--- src/rtl/huffman_sched.sv ---
// Frame scheduler for the shared huffman engine: round-robin grant between two
// image sources, engine clear, pixel streaming and completion/timeout reporting.
module huffman_sched #(
    parameter int NPIX    = 100,
    parameter int ADDR_W  = 7,
    parameter int TIMEOUT = 255,
    parameter int CLR_CYC = 2
) (
    input  logic              clk,
    input  logic              reset,
    input  logic [1:0]        req,
    output logic [1:0]        gnt,
    output logic              busy,
    output logic              img_rd,
    output logic [ADDR_W-1:0] img_addr,
    input  logic [7:0]        img_q0,
    input  logic [7:0]        img_q1,
    output logic              core_rst,
    output logic              gray_valid,
    output logic [7:0]        gray_data,
    input  logic              CNT_valid,
    input  logic              code_valid,
    output logic [1:0]        done,
    output logic              err
);

    typedef enum logic [2:0] {
        IDLE      = 3'd0,
        CLR       = 3'd1,
        STREAM    = 3'd2,
        DRAIN     = 3'd3,
        WAIT_CNT  = 3'd4,
        WAIT_CODE = 3'd5,
        DONE      = 3'd6
    } state_t;

    localparam logic [ADDR_W-1:0] LAST_ADDR = ADDR_W'(NPIX - 1);
    localparam logic [7:0]        CLR_LAST  = 8'(CLR_CYC - 1);
    localparam logic [7:0]        TMO_LAST  = 8'(TIMEOUT - 1);

    state_t     state_r;
    logic       rr_r;
    logic [7:0] clr_cnt_r;
    logic [7:0] tmo_cnt_r;

    // Frame sequencer: all control outputs are registered alongside the state.
    always_ff @(posedge clk or negedge reset) begin
        if (!reset) begin
            state_r   <= IDLE;
            rr_r      <= 1'b1;
            clr_cnt_r <= 8'd0;
            tmo_cnt_r <= 8'd0;
            gnt       <= 2'b00;
            busy      <= 1'b0;
            img_rd    <= 1'b0;
            img_addr  <= '0;
            core_rst  <= 1'b0;
            done      <= 2'b00;
            err       <= 1'b0;
        end else begin
            case (state_r)
                IDLE: begin
                    done <= 2'b00;
                    err  <= 1'b0;
                    if (req != 2'b00) begin
                        // Pointer only moves on a tie; a lone requester leaves it alone.
                        if (req == 2'b11) begin
                            if (rr_r) begin
                                gnt  <= 2'b01;
                                rr_r <= 1'b0;
                            end else begin
                                gnt  <= 2'b10;
                                rr_r <= 1'b1;
                            end
                        end else begin
                            gnt <= req;
                        end
                        busy      <= 1'b1;
                        core_rst  <= 1'b1;
                        clr_cnt_r <= 8'd0;
                        state_r   <= CLR;
                    end
                end
                CLR: begin
                    if (clr_cnt_r == CLR_LAST) begin
                        core_rst <= 1'b0;
                        img_rd   <= 1'b1;
                        img_addr <= '0;
                        state_r  <= STREAM;
                    end else begin
                        clr_cnt_r <= clr_cnt_r + 8'd1;
                    end
                end
                STREAM: begin
                    if (img_addr == LAST_ADDR) begin
                        img_rd  <= 1'b0;
                        state_r <= DRAIN;
                    end else begin
                        img_addr <= img_addr + ADDR_W'(1);
                    end
                end
                DRAIN: begin
                    tmo_cnt_r <= 8'd0;
                    state_r   <= WAIT_CNT;
                end
                WAIT_CNT: begin
                    // An arriving input beats a simultaneous timeout.
                    if (CNT_valid) begin
                        tmo_cnt_r <= 8'd0;
                        state_r   <= WAIT_CODE;
                    end else if (tmo_cnt_r == TMO_LAST) begin
                        done    <= gnt;
                        err     <= 1'b1;
                        state_r <= DONE;
                    end else begin
                        tmo_cnt_r <= tmo_cnt_r + 8'd1;
                    end
                end
                WAIT_CODE: begin
                    if (code_valid) begin
                        done    <= gnt;
                        err     <= 1'b0;
                        state_r <= DONE;
                    end else if (tmo_cnt_r == TMO_LAST) begin
                        done    <= gnt;
                        err     <= 1'b1;
                        state_r <= DONE;
                    end else begin
                        tmo_cnt_r <= tmo_cnt_r + 8'd1;
                    end
                end
                DONE: begin
                    done     <= 2'b00;
                    err      <= 1'b0;
                    gnt      <= 2'b00;
                    busy     <= 1'b0;
                    img_addr <= '0;
                    state_r  <= IDLE;
                end
                default: begin
                    state_r  <= IDLE;
                    gnt      <= 2'b00;
                    busy     <= 1'b0;
                    img_rd   <= 1'b0;
                    core_rst <= 1'b0;
                    done     <= 2'b00;
                    err      <= 1'b0;
                end
            endcase
        end
    end

    // Pixel valid tracks the one-cycle memory read latency.
    always_ff @(posedge clk or negedge reset) begin
        if (!reset) begin
            gray_valid <= 1'b0;
        end else begin
            gray_valid <= img_rd;
        end
    end

    // Pixel mux from the granted source's memory.
    always_comb begin
        gray_data = 8'd0;
        if (gnt[0]) begin
            gray_data = img_q0;
        end else if (gnt[1]) begin
            gray_data = img_q1;
        end else begin
            gray_data = 8'd0;
        end
    end

endmodule
--- config.mk ---
export PLATFORM = sky130hd
export DESIGN_NAME = huffman_sched
export DESIGN_NICKNAME = d
export VERILOG_FILES = /design/src/rtl/huffman_sched.sv
export SDC_FILE = /design/constraint.sdc
export NUM_CORES = 1
export LEC_CHECK = 0
export ABC_AREA = 1
export BUFFER_PORTS_ARGS = -buffer_cell sky130_fd_sc_hd__buf_2
export CORE_MARGIN = 1
export CORE_UTILIZATION = 49
export CTS_CLUSTER_DIAMETER = 40
export DETAILED_ROUTE_END_ITERATION = 10
export PLACE_DENSITY = 0.75
export SETUP_SLACK_MARGIN = 0.4
export SYNTH_ARGS = -nofsm -noshare
export SYNTH_HDL_FRONTEND = slang
export SYNTH_SLANG_ARGS = --single-unit
--- constraint.sdc ---
create_clock -name clk -period 1.2 [get_ports clk]
set_input_delay 0.12 -clock clk [delete_from_list [all_inputs] [get_ports clk]]
set_output_delay 0.12 -clock clk [all_outputs]
set_load 0.005 [all_outputs]
==> results list, run 1 <==
* Number of global-route vias before repair: 2834
- Fraction of the mapped netlist area in adder cells: around 2.8%
* Portion of netlist area occupied by mux cells: 0%
- Outcome: finished with violations
- Number of maximum-capacitance violations: 0
- The placed instances occupy a cell area of 3020 sq um.
- Number of top-level pins: 46
- When the netlist entered floorplanning its net count stood at 350.
- Distinct cell type count of the synthesized netlist: 30
- Number of synthesis warnings: 0
* Violations in the final reports: negative setup slack
- The congestion estimate from routability-driven global placement came to just over 0.8.
- Number of remaining DRC errors: 0
- Final count of negative-setup-slack endpoints: 43
* RSZ-0062 raised after global routing: yes
- Path category of the worst min-delay check: input port to register
- In this run the horizontal extent of the chip is around 70 um.
* Filler cells: between 100 and 150
- Clock Skew: 15.3 ps
- The biggest area contributor in the post-synthesis netlist is sky130_fd_sc_hd__dfrtp_1.
* Most repeated cell in the gate-level netlist after synthesis: sky130_fd_sc_hd__nand2_1
- The worst setup path is launched from a register.
* Final Instance Count excl. Fillers: slightly above 500
- Vertical die dimension: 69.7 um
- Yosys mapped a number of flops with a built-in enable equal to 0.
- DP Worst Slack: -188 ps
- After clock tree synthesis, the clock-pin slew on the worst setup and hold paths is ~90 ps.
- Cell types with the highest counts after synthesis: 111 x sky130_fd_sc_hd__nand2_1, 43 x sky130_fd_sc_hd__nand3_1, 35 x sky130_fd_sc_hd__dfrtp_1
- In the synthesized netlist the async set-or-reset flop fraction comes to 100%.
- The first detailed-routing pass ran for 5 iterations.
- In this run the standard cell core region covers 4380 sq um.
- Pins Over Slew Limit: 0
- The detailed router finished its first iteration with 374 violations.
- Top fanout value on the critical path: 4
* Layout area overhead: 75.8%
- Simple-gate area share of the yosys netlist: roughly two fifths
* Final cycle utilization of the critical path: 130%
- Critical Path AT: 1800 ps
* Overall track demand over capacity in global routing: 33.1%
* Final critical-path required period: 1560 ps
- Proportion of synthesized chip area in sequential cells: between 40% and 50%
- Worst Path Required: approximately 1500 ps
* Setup WS post-layout: -355 ps
- Total congestion overflow after global routing: 0
- Layout net count: 488
- HPWL Detailed: 4200 um
- Each instance of the synthesized netlist takes up on average 6.96 sq um.
* Power density over the cells: 2220 nW/um^2
- Via count: 3303
- Chain of cells forming the critical path: ha_4 -> nand2_2 -> nand3b_1 -> nand2_4 -> nand2_4 -> nor2_4 -> nand2_1 -> nand2_1
- The die covers 4860 sq um.
* Total Neg Setup Slack: -8900 ps
* Number of buffers created by CTS: 5
- The synthesized netlist occupies a cell area of 2250 sq um.
* Number of buffers and inverters on the critical path: 0
- The tree is rooted in a sky130_fd_sc_hd__clkbuf_8.
* Initial antenna violation count: 0
- Mean routed wirelength per cell: 22.6 um
* Slew at the pin closest to its max-slew limit: 320 ps
- Once placement completed, the tool counted placed cells totaling 467.
- CP top delay family: simple AND/OR/NAND/NOR gates
- Buffer depth of the longest clock path: 2
- On the critical path, the stage with the largest delay is an instance of sky130_fd_sc_hd__dfrtp_2.
- Port buffer count: 45
* Antenna fix cells: 0
- The number of failing hold endpoints at the final stage was 0.
- Synthesis produced 323 cells.
- TritonCTS built the clock tree.
- Leakage Power: approximately 2.0 nW
- Dominant combinational cell family by area after synthesis: simple AND/OR/NAND/NOR gates
* Antenna Nets Post-Route: 0
- End-of-flow core utilization: about 90%
* Fraction of final layout cells with drive strength greater than 1: roughly 58%
- Cell row count: 24
* Largest cells by area after synthesis: sky130_fd_sc_hd__dfrtp_1 39%, sky130_fd_sc_hd__nand2_1 19%, sky130_fd_sc_hd__nand3_1 9.6%
- Achievable frequency: ~0.64 GHz
* Pin count of the biggest net entering global routing: 37
* Slew HR: around 80%
- Share of the synthesized area in compound gates (AO/OA/AOI/OAI): 8.24%
- Xor/xnor cell area share of the yosys netlist: 1.56%
* # clock sinks: 36
- Total Routed Length: 11600 um
* Maximum vdd ir drop: 1450 uV
- The first global-routing pass estimated 12800 um of wire.
- In the routed layout, each cell is associated on average with a via count of 6.43.
- Effective utilization at floorplan: 51.3%
- Post-synth top flop: sky130_fd_sc_hd__dfrtp_1
- The worst setup path is of the register to register kind.
- Clock insertion delay at the later pin of the skew report: between 300 and 400 ps
* Design area: ~4000 sq um
- Peak per-stage delay on the critical path: 420 ps
* Nature of the critical path endpoint: register
- The H-tree was split into 2 levels.
* Area share of the largest cell type after synthesis: 39.0%
* Number of synthesized register bits: 36
==> layout make-up <==
cell class | count | area [sq um] | area share [%]
Inverter | 38 | 163 | 4.12
Timing Repair Buffer | 136 | 1040 | 26.3
Multi-Input combinational cell | 244 | 1640 | 41.6
Clock inverter | 1 | 30.0 | 0.760
Sequential cell | 36 | 915 | 23.1
Clock buffer | 7 | 96.3 | 2.44
Tap cell | 52 | 65.1 | 1.65
==> cell usage in the layout, fill, tap and decap left out, types with 8 or more instances in the layout <==
master                     n
sky130_fd_sc_hd__buf_4    73
sky130_fd_sc_hd__nand2_1  64
sky130_fd_sc_hd__nand2_2  36
sky130_fd_sc_hd__buf_2    36
sky130_fd_sc_hd__nand3_1  27
sky130_fd_sc_hd__dfrtp_1  25
sky130_fd_sc_hd__buf_6    25
sky130_fd_sc_hd__inv_1    24
sky130_fd_sc_hd__nand2_4  18
sky130_fd_sc_hd__nand3_2  13
sky130_fd_sc_hd__nor2_1   13
sky130_fd_sc_hd__o21ai_1  13
sky130_fd_sc_hd__dfrtp_2  10
sky130_fd_sc_hd__nor2_4    8
sky130_fd_sc_hd__o21ai_0   8
==> registers in the layout, indices dropped and copies added, names as in the netlist <==
signal	cells
img_addr	7
tmo_cnt_r	8
err	1
img_rd	1
gnt	2
gray_valid	1
rr_r	1
clr_cnt_r	8
core_rst	1
busy	1
done	2
state_r	3
==> metrics by stage <==
step                hold WS, ps  power [W]
floorplan                  -176    0.00361
global placement           99.7    0.00476
detailed placement         99.9    0.00485
CTS                         114    0.00697
global route                159    0.00902
finish                      156    0.00879
==> final timing paths <==
kind	start	end	slack (ps)	depth (start not counted)
worst max register to register	img_addr[0]	state_r[0]	-360	8
min in group asynchronous	reset	img_addr[3]	280	3
max in group asynchronous	reset	rr_r	640	3
worst min register to register	rr_r	rr_r	530	1
worst min-delay path	req[0]	gnt[0]	160	3
worst max-delay path	img_addr[0]	state_r[0]	-360	8
==> tightest hold or removal path: cells and delay by family <==
family / cells / cell delay, ps
buffers and inverters: 1 / 120
and+or+nand+nor: 1 / 110
AOI/OAI and AO/OA: 1 / 80
==> logic make-up after synthesis <==
kind of cell,count (synthesis)
and+or+nand+nor,199
AOI/OAI and AO/OA,34
DFF,36
adders and majority gates,5
buffers and inverters,45
xor gates and xnor gates,4
==> where the power goes <==
| group | internal (W) | switching (W) | total, W | leakage, nW |
|---|---|---|---|---|
| registers | 0.00151 | 0.000417 | 0.00192 | 0.468 |
| logic | 0.00241 | 0.00318 | 0.00559 | 1.50 |
| clock network | 0.000735 | 0.000543 | 0.00128 | 0.0645 |
| total | 0.00465 | 0.00414 | 0.00879 | 2.04 |
==> layer usage <==
metal	part of all wire [%]	wire [um]	vias up	track usage, %
met4	9.7	1120	2	16.2
met1	33	3870	1539	38.3
li1	-	-	1313	-
met5	0.45	52	-	0
met3	11	1260	121	5.23
met2	46	5300	328	59.2
==> what timing repair did <==
action                     4_1_cts  5_1_grt
gates resized for setup         69       76
hold buffers                     1        0
setup endpoints to repair       59       59
pin swaps                       12       30
buffers inserted                24       12
hold endpoints to repair        35        0
gates cloned                     2        0
No activity file was read; power rests on OpenSTA's default activity.
==> inputs of run 2 (changes only) <==
CORE_MARGIN = 1.5   (was 1)
==> run 2 against run 1 <==
Compared with the run above: the flow still finishes with violations (negative setup slack); setup slack gained 100 ps; die area grew 2.9%; global-route usage is 7.4 points lower; largest cell class unchanged.
==> results list, run 2 (synthesized netlist as in run 1, its figures left out) <==
- Clock Skew: 12.4 ps
- Final cycle utilization of the critical path: 121%
- Worst hold path stage count: 3
- Final critical-path required period: 1460 ps
* Cells after DPL: between 400 and 500
- Via count: 2798
- In this run the critical register-to-register path is captured at state_r[1].
- Layout area overhead: 62.1%
- In this run the core area contains 24 standard-cell rows.
- Global routing finished with a remaining overflow of 0.
* Final count of negative-setup-slack endpoints: 42
* Hold Crit Endpoint: gnt[0]
- Clock-pin slew on the worst setup and hold paths: around 80 ps
* Pin count of the biggest net entering global routing: 22
- Power Total: 0.00729 W
* Clock insertion delay at the later pin of the skew report: 300 ps
- Area used by sequential logic in the layout: just over 900 sq um
* Global-route wire length before repair: ~10000 um
* Number of vias per cell after detailed routing: 5.62
* Layout net count: 472
- Number of buffers created by CTS: 5
* Top library cells by usage in the layout, fill and taps aside: 79 x sky130_fd_sc_hd__nand2_1, 59 x sky130_fd_sc_hd__buf_4, 35 x sky130_fd_sc_hd__buf_2, 33 x sky130_fd_sc_hd__nand3_1, 28 x sky130_fd_sc_hd__nand2_2
- Combinational group share of total power: 60.8%
* End-of-flow core utilization: 83.1%
- Total Routed Length: 8040 um
- Worst reg-to-reg setup slack: -260 ps
- Worst Path Required: around 1400 ps
* Nature of the critical path endpoint: register
* Maximum vdd ir drop: 1110 uV
- Clock Tree Root: sky130_fd_sc_hd__clkbuf_8
- For the pin with the worst max-slew slack, the measured transition is slightly below 300 ps.
- Antenna fix cells: 0
- Summing all multi-input logic gate instances after layout gives roughly 1500 sq um.
* Standard cell area after detailed placement: 3010 sq um
- Summed over all nets, the switching power comes to about 0.0032 W.
- Worst flop-to-flop path startpoint: state_r[1]
- No sink is reached through more buffers than the 2 on the longest clock path.
- Count of TritonRoute iterations in the first routing pass: 5
- The number of cells on the worst reg-to-reg path is 9.
* Final weighted congestion in routability-driven placement: 0.838
- Vertical die dimension: 70.7 um
- Max-cap violations in this run came to 0.
- Effective utilization at floorplan: 51.3%
* Cell internal power dissipation: 0.00405 W
- Pins Over Slew Limit: 0
- Of all nets on the critical path, the largest fanout is 5.
* Port buffer count: 45
- Excluding fillers, the count of instances in the completed layout stands at 498.
* Portion of total power attributed to sequential cells: 25.5%
- Leakage Power: 1.90 nW
- The clock network burns 13.7% of the power.
* RSZ-0062 raised after global routing: yes
- TritonCTS clock tree: done
- The worst setup path is launched from a register.
* Crit path kind: register to register
- Total Neg Setup Slack: -5380 ps
- # clock sinks: 36
* Number of top-level pins: 46
* Design area: approximately 3600 sq um
- The largest registers in the layout are clr_cnt_r (8), tmo_cnt_r (8), img_addr (7).
- In the post-route analysis, the smallest setup slack over all paths is -255 ps.
- Outcome: finished with violations
- Number of H-tree branching levels: 2
* Die area: about 5000 sq um
- HPWL Detailed: 4200 um
* Chip Width: 70.7 um
- Antenna Nets Post-Route: 0
* Commonest non-fill, non-tap cell in the layout: sky130_fd_sc_hd__nand2_1
* Mean routed wirelength per cell: 16.1 um
- Violations in the final reports: negative setup slack
- Achievable frequency: between 0.6 and 0.7 GHz
- Critical Path AT: 1690 ps
- Net switching is 44.4% of the power.
- Power density over the cells: about 2000 nW/um^2
- The initial antenna violation count came to 0.
* Slew HR: 80.5%
- Number of global-route vias before repair: 2412
* Final-report hold violation count: 0
- Of the cells placed in the final design, the portion with a size suffix greater than 1 is 50.0%.
* Count of routing violations after the opening detailed-route iteration: 265
- Path category of the worst min-delay check: input port to register
* Area of the core: 4380 sq um
- After filler insertion, the fill cell instance count of the layout stands at around 230.
- In this run the most critical hold path is launched from req[0].
* Overall track demand over capacity in global routing: 25.8%
- Number of remaining DRC errors: 0
[run 2: cell types whose count changed in the layout (fill, tap and decap cells not counted), moves of 4 or more]
cell	previous run	this run
sky130_fd_sc_hd__buf_4	73	59
sky130_fd_sc_hd__nand2_1	64	79
sky130_fd_sc_hd__nand2_2	36	28
sky130_fd_sc_hd__nand2_4	18	11
sky130_fd_sc_hd__nand3_1	27	33
sky130_fd_sc_hd__nor2_4	8	4
[run 2: power groups by stage]
stage | Sequential [W] | Clock [W] | Combinational [W]
after floorplan | 0.00177 | 0 | 0.00185
after global placement | 0.00183 | 0 | 0.00293
after detailed placement | 0.00184 | 0 | 0.00299
after CTS | 0.00182 | 0.000974 | 0.00352
after global routing | 0.00188 | 0.00105 | 0.00474
final | 0.00186 | 0.000996 | 0.00443
[run 2: per-stage QoR]
| stage | worst slack [ps] | hold slack, ps |
|---|---|---|
| global placement | -122 | 64.0 |
| floorplan | -62.3 | -176 |
| detailed placement | -174 | 67.5 |
| global route | -299 | 155 |
| CTS | -104 | 129 |
| finish | -255 | 145 |
[run 2: routing by layer]
| metal | vias up | global-route usage [%] | wire [um] |
|---|---|---|---|
| met3 | 29 | 5.13 | 432 |
| li1 | 1281 | - | - |
| met4 | 0 | 9.01 | 252 |
| met1 | 1361 | 30.9 | 3190 |
| met5 | - | 0 | 0 |
| met2 | 127 | 45.9 | 4160 |
[run 2: final cells by class]
cell class | count | share of cell area, %
inverter | 38 | 4.53
timing repair buffer | 120 | 25.1
multi-input combinational | 244 | 40.7
tap | 52 | 1.79
clock buffer | 8 | 2.75
sequential | 36 | 25.1
[run 2: worst max path at each step]
stage	start	end	slack, ps
finish	state_r[1]	state_r[1]	-260
global route	state_r[1]	state_r[1]	-300
CTS	clr_cnt_r[1]	state_r[0]	-100
floorplan	clr_cnt_r[1]	img_addr[0]	-60
detailed placement	state_r[0]	clr_cnt_r[0]	-170
global placement	state_r[0]	tmo_cnt_r[3]	-120
[run 2: worst max-delay path: stages (launching register included)]
cell and delay [ps]:
sky130_fd_sc_hd__dfrtp_2 470, sky130_fd_sc_hd__inv_4 120, sky130_fd_sc_hd__nand2_4 100, sky130_fd_sc_hd__inv_2 100, sky130_fd_sc_hd__nand3_1 130, sky130_fd_sc_hd__nand2_1 190
sky130_fd_sc_hd__nand2_1 90, sky130_fd_sc_hd__nand2_1 80, sky130_fd_sc_hd__nand2_1 60, sky130_fd_sc_hd__nand2_1 50
[run 2: repair_timing]
item	CTS	global route
gates cloned	2	0
endpoints found under the setup margin	59	80
setup buffers	11	11
endpoints found under the hold margin	14	0
hold buffers	1	0
pin swaps	14	27
gates resized for setup	48	52
==> inputs of run 3 (changes only) <==
SKIP_CTS_REPAIR_TIMING = 1   (was unset)
==> run 3 against run 2 <==
Compared with the run above: the flow finishes with violations (negative hold slack, negative setup slack); global-route usage decreased by 3.0 points; critical path depth unchanged; routed wire length decreased by 9.2%; largest power group unchanged; highest routed layer unchanged.
==> results list, run 3 (synthesized netlist as in run 1, its figures left out) <==
* Outcome: finished with violations
- The final reports fail on negative hold slack, negative setup slack.
- The worst setup path is launched from a register.
- IR analysis of the VDD net gives a maximum drop of 1070 uV.
* Layout net count: 466
* DP Worst Slack: -174 ps
* Path category of the worst min-delay check: input port to async pin
- After clock tree synthesis, the clock-pin slew on the worst setup and hold paths is 80 ps.
- Power density over the cells: 1990 nW/um^2
- Count of TritonRoute iterations in the first routing pass: 4
* Clock Tree Root: sky130_fd_sc_hd__clkbuf_8
* Overall track demand over capacity in global routing: 22.7%
- Number of remaining DRC errors: 0
* Clock Skew: 10.5 ps
- Via count: 2628
* Nature of the critical path endpoint: register
- Setup WS post-layout: -211 ps
- Across all register-to-register paths, the minimum setup slack is -210 ps.
- Fraction of final layout cells with drive strength greater than 1: 49.5%
* Slew at the pin closest to its max-slew limit: 403 ps
- Number of H-tree branching levels: 2
- Effective utilization at floorplan: between 50% and 60%
- In the final routed layout, each cell accounts on average for 14.8 um.
- Routability-driven placement finished with a final weighted congestion of 0.838.
- Number of buffers created by CTS: 5
* Port buffer count: 45
- # clock sinks: 36
- In this run the core area contains 24 standard-cell rows.
- Pin count of the biggest net entering global routing: 22
- The number of failing hold endpoints at the final stage was 14.
* Worst slack on hold paths: -259 ps
* Worst flop-to-flop path startpoint: state_r[1]
* Slew HR: 73.1%
* Chip Width: 70.7 um
* RSZ-0062 raised after global routing: yes
* Worst Path Required: roughly 1400 ps
* Antenna fix cells: 0
- The largest registers in the layout are clr_cnt_r (8), tmo_cnt_r (8), img_addr (7).
* Count of routing violations after the opening detailed-route iteration: 217
- Compared with the post-synthesis result, the final layout area differs by 59.7%.
* Number of vias per cell after detailed routing: approximately 5.3
- TritonCTS built the clock tree.
- Achievable frequency: 0.709 GHz
- Wires add up to 7300 um.
* Leakage Power: 1.87 nW
- Commonest non-fill, non-tap cell in the layout: sky130_fd_sc_hd__nand2_1
- Number of global-route vias before repair: approximately 2200
- The worst path in the final design needs a cycle of 1410 ps, including I/O delays and setup.
* End-of-flow core utilization: 81.9%
* Top fanout value on the critical path: 5
- Clock insertion delay at the later pin of the skew report: 290 ps
* Number of maximum-capacitance violations: 0
- The HPWL after detailed placement is 4200 um.
* Buffer depth of the longest clock path: 2
* Top library cells by usage in the layout, fill and taps aside: 80 x sky130_fd_sc_hd__nand2_1, 57 x sky130_fd_sc_hd__buf_4, 37 x sky130_fd_sc_hd__buf_2, 30 x sky130_fd_sc_hd__nand3_1, 28 x sky130_fd_sc_hd__nand2_2
- The worst path uses 118% of the clock period.
- In this run the critical register-to-register path is captured at state_r[1].
- Pins Over Slew Limit: 0
- Die area: roughly 5000 sq um
* Initial antenna violation count: 0
- The first global-routing pass estimated approximately 9000 um of wire.
- Area of the core: 4380 sq um
- Vertical die dimension: between 70 and 80 um
- In this run the remaining antenna-violating nets after routing total 0.
* Final count of negative-setup-slack endpoints: 42
- Counting cells, the worst reg-to-reg path comes to 9.
* Total congestion overflow after global routing: 0
- The critical path in this run is classified as register to register.
- 46 I/O pins were placed.
* Critical Path AT: about 1600 ps
[run 3: cell count changes in the layout (fill, tap and decap cells not counted), moves of 2 or more]
| cell | before | now |
|---|---|---|
| sky130_fd_sc_hd__buf_4 | 59 | 57 |
| sky130_fd_sc_hd__nor2_2 | 6 | 4 |
| sky130_fd_sc_hd__buf_2 | 35 | 37 |
| sky130_fd_sc_hd__nand3_1 | 33 | 30 |
| sky130_fd_sc_hd__nand3_2 | 10 | 12 |
| sky130_fd_sc_hd__nor2_1 | 16 | 18 |
| sky130_fd_sc_hd__buf_6 | 23 | 19 |
[run 3: worst max-delay path by stage]
stage	slack, ps	startpoint	endpoint	depth (start not counted)
2_1_floorplan	-60	clr_cnt_r[1]	img_addr[0]	9
3_3_place_gp	-120	state_r[0]	tmo_cnt_r[3]	7
3_5_place_dp	-170	state_r[0]	clr_cnt_r[0]	7
4_1_cts	-190	state_r[0]	clr_cnt_r[0]	7
5_1_grt	-260	state_r[1]	state_r[1]	9
6_report	-210	state_r[1]	state_r[1]	9
[run 3: area by class of cell]
class,instances,area (sq um)
clock buffer,8,100
multi-input combinational,244,1500
sequential,36,913
timing repair buffer,114,847
tap,52,65.1
fill,245,795
inverter,38,165
[run 3: critical path, cell delays in order (launching register included)]
cell	delay, ps
sky130_fd_sc_hd__dfrtp_2	470
sky130_fd_sc_hd__inv_4	120
sky130_fd_sc_hd__nand2_4	90
sky130_fd_sc_hd__inv_2	90
sky130_fd_sc_hd__nand3_1	100
sky130_fd_sc_hd__nand2_1	190
sky130_fd_sc_hd__nand2_1	110
sky130_fd_sc_hd__nand2_1	80
sky130_fd_sc_hd__nand2_1	50
sky130_fd_sc_hd__nand2_1	50
[run 3: per-stage QoR]
stage	setup TNS [ps]	power [W]	instance area [sq um]	instances
6_report	-5320	0.00713	3590	492
5_1_grt	-7970	0.00754	3590	492
4_1_cts	-4960	0.00580	3110	473
3_5_place_dp	-3850	0.00483	3010	465
3_3_place_gp	-2960	0.00475	3010	465
2_1_floorplan	-653	0.00361	2360	323
[run 3: where the power goes]
group          total [W]  switching, W  internal [W]
Sequential       0.00187      0.000358       0.00151
Clock           0.000967      0.000443      0.000524
Combinational    0.00430       0.00233       0.00197
Total            0.00713       0.00313       0.00400
[run 3: routing by layer]
layer | part of all wire [%] | wire [um] | up-vias | track usage [%]
li1 | - | - | 1274 | -
met1 | 40 | 2910 | 1256 | 27.8
met2 | 54 | 3940 | 73 | 40.4
met3 | 3.3 | 241 | 25 | 4.70
met4 | 2.9 | 214 | 0 | 6.50
met5 | 0 | 0 | - | 0
